--- src/rtl/voice_allocator_pkg.sv ---
// voice_allocator_pkg: shared voice count, age width and allocator FSM states
package voice_allocator_pkg;
    localparam int NVOICE = 4;
    localparam int AGE_W  = 2;
    localparam int VIDX_W = 2;
    typedef enum logic [1:0] {ST_IDLE, ST_MATCH, ST_APPLY} state_t;
endpackage

--- src/rtl/voice_allocator_age_tracker.sv ---
// voice_age_tracker: keeps voice ages as a permutation of 0..3; a touched voice becomes youngest
module voice_age_tracker
    import voice_allocator_pkg::*;
(
    input  logic              CLK,
    input  logic              RST,
    input  logic [NVOICE-1:0] TOUCH,
    output logic [NVOICE-1:0] OLDEST
);
    logic [AGE_W-1:0] age [NVOICE];
    logic [AGE_W-1:0] touched_age;
    // age of the voice being touched (TOUCH is one-hot or zero)
    always_comb begin
        touched_age = '0;
        for (int i = 0; i < NVOICE; i++) touched_age = TOUCH[i] ? age[i] : touched_age;
    end
    // touched voice drops to 0, every younger voice ages by one
    always_ff @(posedge CLK) begin
        if (RST) for (int i = 0; i < NVOICE; i++) age[i] <= AGE_W'(i);
        else if (|TOUCH)
            for (int i = 0; i < NVOICE; i++)
                age[i] <= TOUCH[i] ? '0 : age[i] < touched_age ? age[i] + AGE_W'(1) : age[i];
    end
    // oldest voice carries the maximum age
    always_comb begin
        for (int i = 0; i < NVOICE; i++) OLDEST[i] = age[i] == AGE_W'(NVOICE - 1);
    end
endmodule

--- src/rtl/voice_allocator.sv ---
// voice_allocator: maps note-on/off events onto 4 nco_bank voices; define VOICE_STEAL_EN to steal the oldest voice when all are busy
module voice_allocator
    import voice_allocator_pkg::*;
#(
    parameter int W_NOTE = 7,
    parameter int W_VEL  = 7
) (
    input  logic              CLK,
    input  logic              RST,
    input  logic              CE,
    input  logic              EV_VALID,
    output logic              EV_READY,
    input  logic              EV_NOTE_ON,
    input  logic [W_NOTE-1:0] EV_NOTE,
    input  logic [W_VEL-1:0]  EV_VEL,
    output logic [W_NOTE-1:0] NOTE_NUM_0,
    output logic [W_NOTE-1:0] NOTE_NUM_1,
    output logic [W_NOTE-1:0] NOTE_NUM_2,
    output logic [W_NOTE-1:0] NOTE_NUM_3,
    output logic [W_VEL-1:0]  NOTE_VEL_0,
    output logic [W_VEL-1:0]  NOTE_VEL_1,
    output logic [W_VEL-1:0]  NOTE_VEL_2,
    output logic [W_VEL-1:0]  NOTE_VEL_3,
    output logic [NVOICE-1:0] VOICE_ACTIVE,
    output logic              EV_DROPPED
);
`ifdef VOICE_STEAL_EN
    localparam bit STEAL_EN = 1'b1;
`else
    localparam bit STEAL_EN = 1'b0;
`endif
    state_t state;
    logic ev_on;
    logic [W_NOTE-1:0] ev_note;
    logic [W_VEL-1:0] ev_vel;
    logic [W_NOTE-1:0] num [NVOICE];
    logic [W_VEL-1:0] vel [NVOICE];
    logic [NVOICE-1:0] active, oldest, touch;
    logic hit, free_vld, hit_c, free_vld_c;
    logic [VIDX_W-1:0] hit_idx, free_idx, old_idx, hit_idx_c, free_idx_c, old_idx_c, tgt;
    logic apply, do_on, do_off, dropped;

    voice_age_tracker u_age (
        .CLK    (CLK),
        .RST    (RST),
        .TOUCH  (touch),
        .OLDEST (oldest)
    );

    // parallel compare against active voices; downward scan makes the lowest index win
    always_comb begin
        hit_c = 1'b0;
        hit_idx_c = '0;
        free_vld_c = 1'b0;
        free_idx_c = '0;
        old_idx_c = '0;
        for (int i = NVOICE - 1; i >= 0; i--) begin
            if (active[i] && num[i] == ev_note) begin
                hit_c = 1'b1;
                hit_idx_c = VIDX_W'(i);
            end
            if (!active[i]) begin
                free_vld_c = 1'b1;
                free_idx_c = VIDX_W'(i);
            end
            if (oldest[i]) old_idx_c = VIDX_W'(i);
        end
    end

    // decide which voice the latched event updates during APPLY
    always_comb begin
        apply = CE && state == ST_APPLY;
        tgt = hit ? hit_idx : free_vld ? free_idx : old_idx;
        do_on = apply && ev_on && (hit || free_vld || STEAL_EN);
        do_off = apply && !ev_on && hit;
        touch = do_on ? NVOICE'(1) << tgt : '0;
    end

    // IDLE -> MATCH -> APPLY sequencer with event latch and registered match results
    always_ff @(posedge CLK) begin
        if (RST) begin
            state <= ST_IDLE;
            ev_on <= 1'b0;
            ev_note <= '0;
            ev_vel <= '0;
            hit <= 1'b0;
            hit_idx <= '0;
            free_vld <= 1'b0;
            free_idx <= '0;
            old_idx <= '0;
        end else if (CE) begin
            state <= state == ST_IDLE ? (EV_VALID ? ST_MATCH : ST_IDLE) :
                     state == ST_MATCH ? ST_APPLY : ST_IDLE;
            if (state == ST_IDLE && EV_VALID) begin
                ev_on <= EV_NOTE_ON && |EV_VEL;
                ev_note <= EV_NOTE;
                ev_vel <= EV_VEL;
            end
            if (state == ST_MATCH) begin
                hit <= hit_c;
                hit_idx <= hit_idx_c;
                free_vld <= free_vld_c;
                free_idx <= free_idx_c;
                old_idx <= old_idx_c;
            end
        end
    end

    // one-cycle pulse when an all-busy note-on is thrown away
    always_ff @(posedge CLK) begin
        if (RST) dropped <= 1'b0;
        else dropped <= apply && ev_on && !hit && !free_vld && !STEAL_EN;
    end

    // per-voice note/velocity/active registers; note number survives note-off
    always_ff @(posedge CLK) begin
        if (RST) begin
            for (int i = 0; i < NVOICE; i++) begin
                num[i] <= '0;
                vel[i] <= '0;
            end
            active <= '0;
        end else if (do_on) begin
            num[tgt] <= ev_note;
            vel[tgt] <= ev_vel;
            active[tgt] <= 1'b1;
        end else if (do_off) begin
            vel[tgt] <= '0;
            active[tgt] <= 1'b0;
        end
    end

    assign EV_READY = CE && state == ST_IDLE;
    assign EV_DROPPED = dropped;
    assign VOICE_ACTIVE = active;
    assign NOTE_NUM_0 = num[0];
    assign NOTE_NUM_1 = num[1];
    assign NOTE_NUM_2 = num[2];
    assign NOTE_NUM_3 = num[3];
    assign NOTE_VEL_0 = vel[0];
    assign NOTE_VEL_1 = vel[1];
    assign NOTE_VEL_2 = vel[2];
    assign NOTE_VEL_3 = vel[3];
endmodule

--- config.mk ---
export PLATFORM = sky130hd
export DESIGN_NAME = voice_allocator
export DESIGN_NICKNAME = d
export VERILOG_FILES = /design/src/rtl/voice_allocator_pkg.sv /design/src/rtl/voice_allocator_age_tracker.sv /design/src/rtl/voice_allocator.sv
export SDC_FILE = /design/constraint.sdc
export NUM_CORES = 1
export LEC_CHECK = 0
export ABC_AREA = 1
export BUFFER_PORTS_ARGS = -buffer_cell sky130_fd_sc_hd__buf_2
export CORE_MARGIN = 2
export CORE_UTILIZATION = 55
export CTS_CLUSTER_SIZE = 28
export DETAILED_ROUTE_END_ITERATION = 12
export GPL_TIMING_DRIVEN = 0
export PLACE_DENSITY = 0.78
export SYNTH_ARGS = -nofsm -noshare
export SYNTH_HDL_FRONTEND = slang
export SYNTH_SLANG_ARGS = --single-unit
--- constraint.sdc ---
create_clock -name CLK -period 2.95 [get_ports CLK]
set_input_delay 0.1475 -clock CLK [delete_from_list [all_inputs] [get_ports CLK]]
set_output_delay 0.1475 -clock CLK [all_outputs]
set_load 0.005 [all_outputs]
Word level (Yosys, flattened, before mapping)

Memory sizes are Yosys's and may differ from the RTL's.
Cells that the tools add are included.

Register bits: 30
Memory bits (writable): 64
Input bits: 19
Output and inout port bits: 62
Logic and storage cells: 135
Memories kept: 3

Memories:

| memory    | words | bits a word | read ports | clocked after Yosys merged registers in | write ports | line                              | text |
|---|---|---|---|---|---|---|---|
| num       | 4     | 7           | 4          | 0                                       | 4           | voice_allocator.sv:36             | `logic [W_NOTE-1:0] num [NVOICE];` |
| vel       | 4     | 7           | 4          | 0                                       | 4           | voice_allocator.sv:37             | `logic [W_VEL-1:0] vel [NVOICE];` |
| u_age.age | 4     | 2           | 4          | 0                                       | 4           | voice_allocator_age_tracker.sv:10 | `logic [AGE_W-1:0] age [NVOICE];` |

$add $sub $neg: 4
Order comparisons: 6
Eq/ne operators: 10
Shift-type cells: 1
Mux-type cells: 65
Bitwise logic cells: 8
Reduce and logical (&&, ||, !) cells: 27

Operator list:

| kind                                                                                | number |
|---|---|
| 2-bit two-way mux                                                                   | 34 |
| 7-bit == test                                                                       | 4 |
| 1-bit two-way mux                                                                   | 24 |
| 7-bit two-way mux                                                                   | 3 |
| 7-bit OR reduction                                                                  | 3 |
| 1-bit logical AND                                                                   | 15 |
| 4-bit two-way mux                                                                   | 3 |
| 2-bit == test, second input constant                                                | 5 |
| 2-bit by 1-bit adder with 2-bit output, second input constant                       | 4 |
| 2-bit less-than comparator                                                          | 4 |
| 1-bit OR                                                                            | 5 |
| 4-bit AND                                                                           | 1 |
| 4-bit inverter                                                                      | 1 |
| 4-bit OR                                                                            | 1 |
| 2-bit AND reduction                                                                 | 2 |
| 4-bit OR reduction                                                                  | 1 |
| 1-bit by 2-bit left shift with 4-bit output, first input constant                   | 1 |
| 1-bit zero test                                                                     | 3 |
| 2-bit by 3-bit less-than comparator with 1-bit output, second input constant        | 1 |
| 1-bit demux with 2-bit select                                                       | 1 |
| 2-bit by 1-bit == test with 1-bit output, second input constant                     | 1 |
| 2-bit by 1-bit greater-or-equal comparator with 1-bit output, second input constant | 1 |
| 2-bit zero test                                                                     | 1 |
| 2-bit nonzero test                                                                  | 1 |
| 1-bit logical OR                                                                    | 1 |

Depth between registers and ports, before layout

Gate-level depths: netlist of the first run.

Depth in word-level cells: 13
Mapped depth: 13
Gate-level depth less buffers: 13

By module

From an unflattened synthesis of the first run, not the netlist that was laid out.

Cells, all modules: 540
Area total of the unflattened synthesis: 4565.6 um^2

Modules (own cells, without submodules):

| module            | instances | cells each | area each (um^2) |
|---|---|---|---|
| voice_allocator   | 1         | 457        | 3933.8 |
| voice_age_tracker | 1         | 83         | 631.9 |

Worst setup path after synthesis of the first run

No wires, ideal clock.

Path type: reg2reg
From: reg hit
To: mem u_age.age[0][0] (enable)
Setup time: 297 ps
Arrival time: 1867 ps
Data required time: 2653 ps
Slack: 787 ps
Cell stages (with the launch flop): 12
Period minus slack after synthesis: 2163 ps
Path through: dfxtp_1 -> inv_1 -> or2_2 -> nand2_1 -> inv_1 -> nand2_1 -> nor2_1 -> a21oi_1 -> ha_1 -> nand2_1 -> nand2_1 -> nand2_1

RTL lines:

| item                   | line                              | text |
|---|---|---|
| from (decl)            | voice_allocator.sv:39             | `logic hit, free_vld, hit_c, free_vld_c;` |
| from (signal assigned) | voice_allocator.sv:100            | `hit <= hit_c;` |
| to (decl)              | voice_allocator_age_tracker.sv:10 |  |

==> impl_results.md, run 1 <==
- Outcome: finished, final reports clean
- Count leader, synth: nand2_1
- H-tree depth: 3
- Finished Cell Area: 5020 sq um
- VDD IR-drop max: 0.251 mV
- Initial antenna violation count: 0
- Setup crit end kind: flip-flop
- CTS clock-pin slew for the worst setup and hold paths: 100 ps
- Top delay family on crit path: simple AND/OR/NAND/NOR gates
- Crit share post-route: 86.4%
- Syn Std Cell Area: 4320 sq um
- CTS Buf Count: 9
- DP Cell Count: 636
- Starting Density: 56.4%
- DRC Markers: 0
- Fin nets: 572
- Layout Cells excl Fill: 652
- Max Freq: 392 MHz
- Unrepaired setup endpoints after global routing: no
- Buffers & Inverters on Critical Path: 2
- Final wirelength: 9710 microns
- Io pins: 81
- Antenna Nets Post-Route: 0
- DR vias/cell: 5.35
- Max Slew Vio Count: 0
- #FFs+latches synth: 94
- Global-route usage over all layers: 23.8%
- Clk_lat worst skew: 350 ps
- Top cells by count, synth: nand2_1 (75), nor2_1 (72), edfxtp_1 (64)
- Ranking of synthesized cells by area: edfxtp_1 (45%), dfxtp_1 (14%), nand2_1 (6.5%)
- Post-synth EDFFs: 64
- Worst Hold Class: primary input to flip-flop
- Drt first-iter violations: 196
- Seq/Total Area, Yosys: 58.4%
- Share of cells above drive strength 1: 22.0%
- Pre-Repair DR Iteration Count: 5
- # port buffers: 80
- Max clock buf depth: 2
- Largest net degree at the start of global routing: 18
- Sink Count: 94
- Slowest library cell on the worst path: dfxtp_1
- Die X: 92.6 microns
- Hold Vio Cnt, Final: 0
- Dominant synthesized flop cell: edfxtp_1
- First-pass GRT wire length: 15800 microns
- Die area: 8570 sq um
- CP most frequent cell: nand2_1
- Crit Path Class: flip-flop to flip-flop
- Critical Path Max Stage Delay: 450 ps
- PostCTS Resize Cnt: 0
- CTS Hold Buffers Added: 0
- # rows: 32
- Fillers: 628
- Clock Skew: 6.73 ps
- Core Area: 7650 sq um
- Utilization after layout: 65.7%
- Worst Setup Start Kind: flip-flop
- CTS root buf: clkbuf_8
- Die Height: 92.6 microns
- Yosys top cell by area: edfxtp_1
- Slew @ Worst Pin: 580 ps
- TritonCTS clock tree: yes
- Diode count: 0
- Routed vias: 3486
- Avg Synthesized Cell Area: 9.51 sq um
- Setup-failing EPs final: 0
- WL/cell: 14.9 microns
- Netlist cell types: 32
- Postcts setup bufs: 0
- CP cell instances: inv_1 -> or2_2 -> nand2_1 -> inv_1 -> nand2_1 -> nor2_1 -> a21oi_1 -> ha_1 -> nand2_1 -> nand2_1 -> nand2_1
- Synth Warn #: 0
- Final GP Congestion: 0.877
- Crit path time final: 2550 ps
- Leak Pwr: 2.03 nW
- Area growth, synth to finish: 16.4%
- Synth top area share: 44.5%
- Pwr per Cell Area: 494 nW/um^2
- Grt total ovfl: 0
- Placed inst area: 4840 sq um
- Max Cap Viol: 0
- Relative slew slack: 61.3%
- Final HPWL DP: 7490 microns
- Total negative setup slack: 0 ps
- Ys async rst share: 0%
- Critical Path AT: 2620 ps
- Post-Syn Nets: 481
- CP required: 3020 ps
- Mapped Cells: 454
- Vias in the first global route: 3351
- Crit Path Max Fanout: 6
==> placed cells by master (no fill, tap or decap), types with 8 or more instances in the layout <==
cell type  instances
dfxtp_1           30
inv_2              8
edfxtp_1          64
inv_1             48
a21oi_1           27
nor3_1            13
nor2_1            72
nand3_1           20
clkbuf_1          13
ha_1               8
nand2_1           75
buf_2             81
clkbuf_8           9
o21ai_0           28
==> through the flow <==
stage	power, mW	hold slack (ps)	worst slack [ps]
2_1_floorplan	1.63	225	787
3_3_place_gp	1.71	429	507
3_5_place_dp	1.71	441	459
4_1_cts	2.48	67.1	440
5_1_grt	2.57	79.3	194
6_report	2.48	72.4	401
==> metal layers <==
metal | wire length, microns | GRT usage (%) | vias up
li1 | - | - | 1691
met1 | 4090 | 31.2 | 1648
met2 | 4770 | 40.2 | 137
met3 | 719 | 4.48 | 10
met4 | 129 | 7.71 | 0
met5 | 0 | 0 | -
==> logic make-up after synthesis <==
family	after synthesis	synth area share, %
fa+ha+maj	8	2.32
buf+inv	72	6.52
compound gates	63	7.83
simple gates	203	22.1
flops	94	58.4
xor+xnor	14	2.84
==> where the power goes <==
group | internal (mW) | switching (mW)
clock network | 0.322 | 0.472
logic | 0.0726 | 0.139
registers | 1.45 | 0.0259
==> registers in the layout, summed over array words and instances, names as in the netlist, named ones only <==
name        flops
EV_DROPPED      1
vel            28
old_idx         2
free_vld        1
hit_idx         2
ev_on           1
state           2
num            28
free_idx        2
ev_vel          7
hit             1
ev_note         7
u_age.age       8
==> worst reg2reg max path, stage by stage (launching register included) <==
cell	delay, ps
dfxtp_1	450
inv_1	130
or2_2	290
nand2_1	190
inv_1	130
nand2_1	120
nor2_1	80
a21oi_1	380
ha_1	300
nand2_1	60
nand2_1	50
nand2_1	80
==> area by class of cell <==
type / instances / area, sq um / share of cell area (%)
inverters: 58 / 220 / 4.38
flip-flops and latches: 94 / 2520 / 50.2
well taps: 102 / 128 / 2.54
repair buffers: 80 / 400 / 7.97
plain buffers: 14 / 61.3 / 1.22
multi-input cells: 288 / 1510 / 30.1
clock inverters: 6 / 52.6 / 1.05
clock buffers: 10 / 128 / 2.54
==> final timing paths <==
kind,start,to,slack (ps),depth (start not counted)
worst max-delay path,hit$_SDFFE_PP0P_,u_age.age[2][0]$_SDFFCE_PP0P_,400,11
worst min-delay path,EV_NOTE[2],ev_note[2]$_SDFFE_PP0P_,70,3
worst max register to register,hit$_SDFFE_PP0P_,u_age.age[2][0]$_SDFFCE_PP0P_,400,11
worst min register to register,ev_vel[6]$_SDFFE_PP0P_,ev_vel[6]$_SDFFE_PP0P_,460,2
No activity file was read; power rests on OpenSTA's default activity.
==> run 2, diff against run 1 <==
Settings changed: CORE_ASPECT_RATIO from default to 0.9, CTS_CLUSTER_SIZE 28 to default, RECOVER_POWER from default to 25.
==> impl_results.md, run 2 (synthesis gave the netlist of run 1 again) <==
- Max Slew Vio Count: 0 (unchanged)
- Final GP Congestion: 0.857 (was 0.877)
- Sink Count: 94 (unchanged)
- Max clock buf depth: 2 (unchanged)
- CP required: 3040 ps (was 3020 ps)
- Antenna Nets Post-Route: 0 (unchanged)
- Core Area: 7580 sq um (was 7650 sq um)
- Routed vias: 3604 (was 3486)
- Slew @ Worst Pin: 577 ps (was 580 ps)
- Initial antenna violation count: 0 (unchanged)
- WL/cell: 16.4 microns (was 14.9 microns)
- Final wirelength: 10600 microns (was 9710 microns)
- Area growth, synth to finish: 15.9% (was 16.4%)
- Worst Setup Start Kind: flip-flop (unchanged)
- Largest net degree at the start of global routing: 17 (was 18)
- CP endpoint: u_age.age[0][0]$_SDFFCE_PP0P_ (was u_age.age[2][0]$_SDFFCE_PP0P_)
- Grt total ovfl: 0 (unchanged)
- Drt first-iter violations: 319 (was 196)
- # rows: 30 (was 32)
- Crit share post-route: 85.7% (was 86.4%)
- CTS root buf: clkbuf_8 (unchanged)
- Setup-failing EPs final: 0 (unchanged)
- CTS Hold Buffers Added: 0 (unchanged)
- Global-route usage over all layers: 25.3% (was 23.8%)
- Vias in the first global route: 3545 (was 3351)
- Clock Skew: 8.68 ps (was 6.73 ps)
- Pre-Repair DR Iteration Count: 5 (unchanged)
- Leak Pwr: 1.97 nW (was 2.03 nW)
- Die area: 8570 sq um (about the same)
- First-pass GRT wire length: 16700 microns (was 15800 microns)
- Postcts setup bufs: 0 (unchanged)
- Clk_lat worst skew: 370 ps (was 350 ps)
- Crit Path Class: flip-flop to flip-flop (unchanged)
- DR vias/cell: 5.59 (was 5.35)
- Max Freq: 396 MHz (was 392 MHz)
- Pwr per Cell Area: 511 nW/um^2 (was 494 nW/um^2)
- Reg2reg end: u_age.age[0][0]$_SDFFCE_PP0P_ (was u_age.age[2][0]$_SDFFCE_PP0P_)
- Unrepaired setup endpoints after global routing: no (unchanged)
- Fin nets: 572 (unchanged)
- Share of cells above drive strength 1: 18.0% (was 22.0%)
- Worst setup slack after layout: 423 ps (was 401 ps)
- VDD IR-drop max: 0.351 mV (was 0.251 mV)
- Critical Path AT: 2620 ps (about the same)
- Top Registers: num (28), vel (28), u_age.age (8) (unchanged)
- Worst Hold Class: primary input to flip-flop (unchanged)
- Max Cap Viol: 0 (unchanged)
- Hold Vio Cnt, Final: 0 (unchanged)
- Starting Density: 56.9% (was 56.4%)
- Total negative setup slack: 0 ps (unchanged)
- Crit Path Max Fanout: 6 (unchanged)
- Setup crit end kind: flip-flop (unchanged)
- Final HPWL DP: 7840 microns (was 7490 microns)
- CTS clock-pin slew for the worst setup and hold paths: 90 ps (was 100 ps)
- H-tree depth: 3 (unchanged)
- FF-to-FF path depth: 11 (unchanged)
- Reg-to-Reg Start: hit$_SDFFE_PP0P_ (unchanged)
- DRC Markers: 0 (unchanged)
- # port buffers: 80 (unchanged)
- PostCTS Resize Cnt: 0 (unchanged)
- Total chip power: 2.56 mW (was 2.48 mW)
- Reg2reg setup slack: 420 ps (was 400 ps)
- Die X: 97.4 microns (was 92.6 microns)
- Setup Slack @ Placement: 465 ps (was 459 ps)
- Most frequent cells in the layout: nand2_1 (75), nor2_1 (72), edfxtp_1 (64) (was buf_2 (81), nand2_1 (75), nor2_1 (72))
- Io pins: 81 (unchanged)
- Diode count: 0 (unchanged)
- Commonest non-fill, non-tap cell in the layout: nand2_1 (was buf_2)
- Relative slew slack: 61.5% (was 61.3%)
- Crit. Startpoint: hit$_SDFFE_PP0P_ (unchanged)
- CTS Buf Count: 9 (unchanged)
- Crit path time final: 2530 ps (was 2550 ps)
- TritonCTS clock tree: yes (unchanged)
- Die Height: 88.0 microns (was 92.6 microns)
- Outcome: finished, final reports clean (unchanged)
-- run 2: cell types whose count changed in the layout (fill, tap and decap cells not counted), sizes merged --
cell      previous run  this run
buf                 82        62
bufinv               0         1
clkbuf              22        41
clkinv               1         2
clkinvlp             2         1
inv                 61        60
-- run 2: worst min-delay path by stage --
stage,startpoint,end,slack (ps),cells past startpoint
2_1_floorplan,RST,EV_DROPPED$_SDFF_PP0_,220,1
3_3_place_gp,EV_NOTE[1],ev_note[1]$_SDFFE_PP0P_,430,3
3_5_place_dp,EV_NOTE[3],ev_note[3]$_SDFFE_PP0P_,440,3
4_1_cts,EV_NOTE[3],ev_note[3]$_SDFFE_PP0P_,50,3
5_1_grt,EV_NOTE[3],ev_note[3]$_SDFFE_PP0P_,80,3
6_report,EV_NOTE[3],ev_note[3]$_SDFFE_PP0P_,60,3
-- run 2: worst max-delay path, stage by stage, from the launching register on --
cell and delay, ps:
dfxtp_1 430, inv_1 120, or2_2 280, nand2_1 200, inv_1 140, nand2_1 120
nor2_1 70, a21oi_1 360, ha_1 310, nand2_1 70, nand2_1 50, nand2_1 90
-- run 2: layout make-up --
cell class / instances / area [sq um]
buffer: 14 / 61.3
clock buffer: 9 / 124
clock inverter: 6 / 70.1
fill: 646 / 2580
inverter: 58 / 220
multi-input combinational: 288 / 1510
sequential: 94 / 2520
tap: 96 / 120
timing repair buffer: 80 / 374
-- run 2: stage by stage --
stage | instances | hold WS, ps | cell area [sq um] | util (%)
after floorplan | 454 | 225 | 4320 | -
after global placement | 630 | 427 | 4840 | 63.8
after detailed placement | 630 | 442 | 4840 | 63.8
after CTS | 645 | 52.1 | 5030 | 66.4
after global routing | 645 | 82.1 | 5000 | 66.0
final | 645 | 61.1 | 5000 | 66.0
-- run 2: report_power, final --
group | total (mW) | leakage (nW) | switching (mW) | internal, mW
combinational | 0.212 | 0.982 | 0.142 | 0.0704
clock | 0.871 | 0.0957 | 0.475 | 0.396
sequential | 1.48 | 0.891 | 0.0270 | 1.45
total | 2.56 | 1.97 | 0.644 | 1.91
-- run 2: metal layers --
layer / GRT usage [%] / wire length (microns) / vias to the layer above
li1: - / - / 1698
met2: 45.3 / 5310 / 159
met3: 5.35 / 879 / 21
met4: 10.6 / 166 / 0
met1: 30.1 / 4240 / 1726
met5: 0 / 0 / -
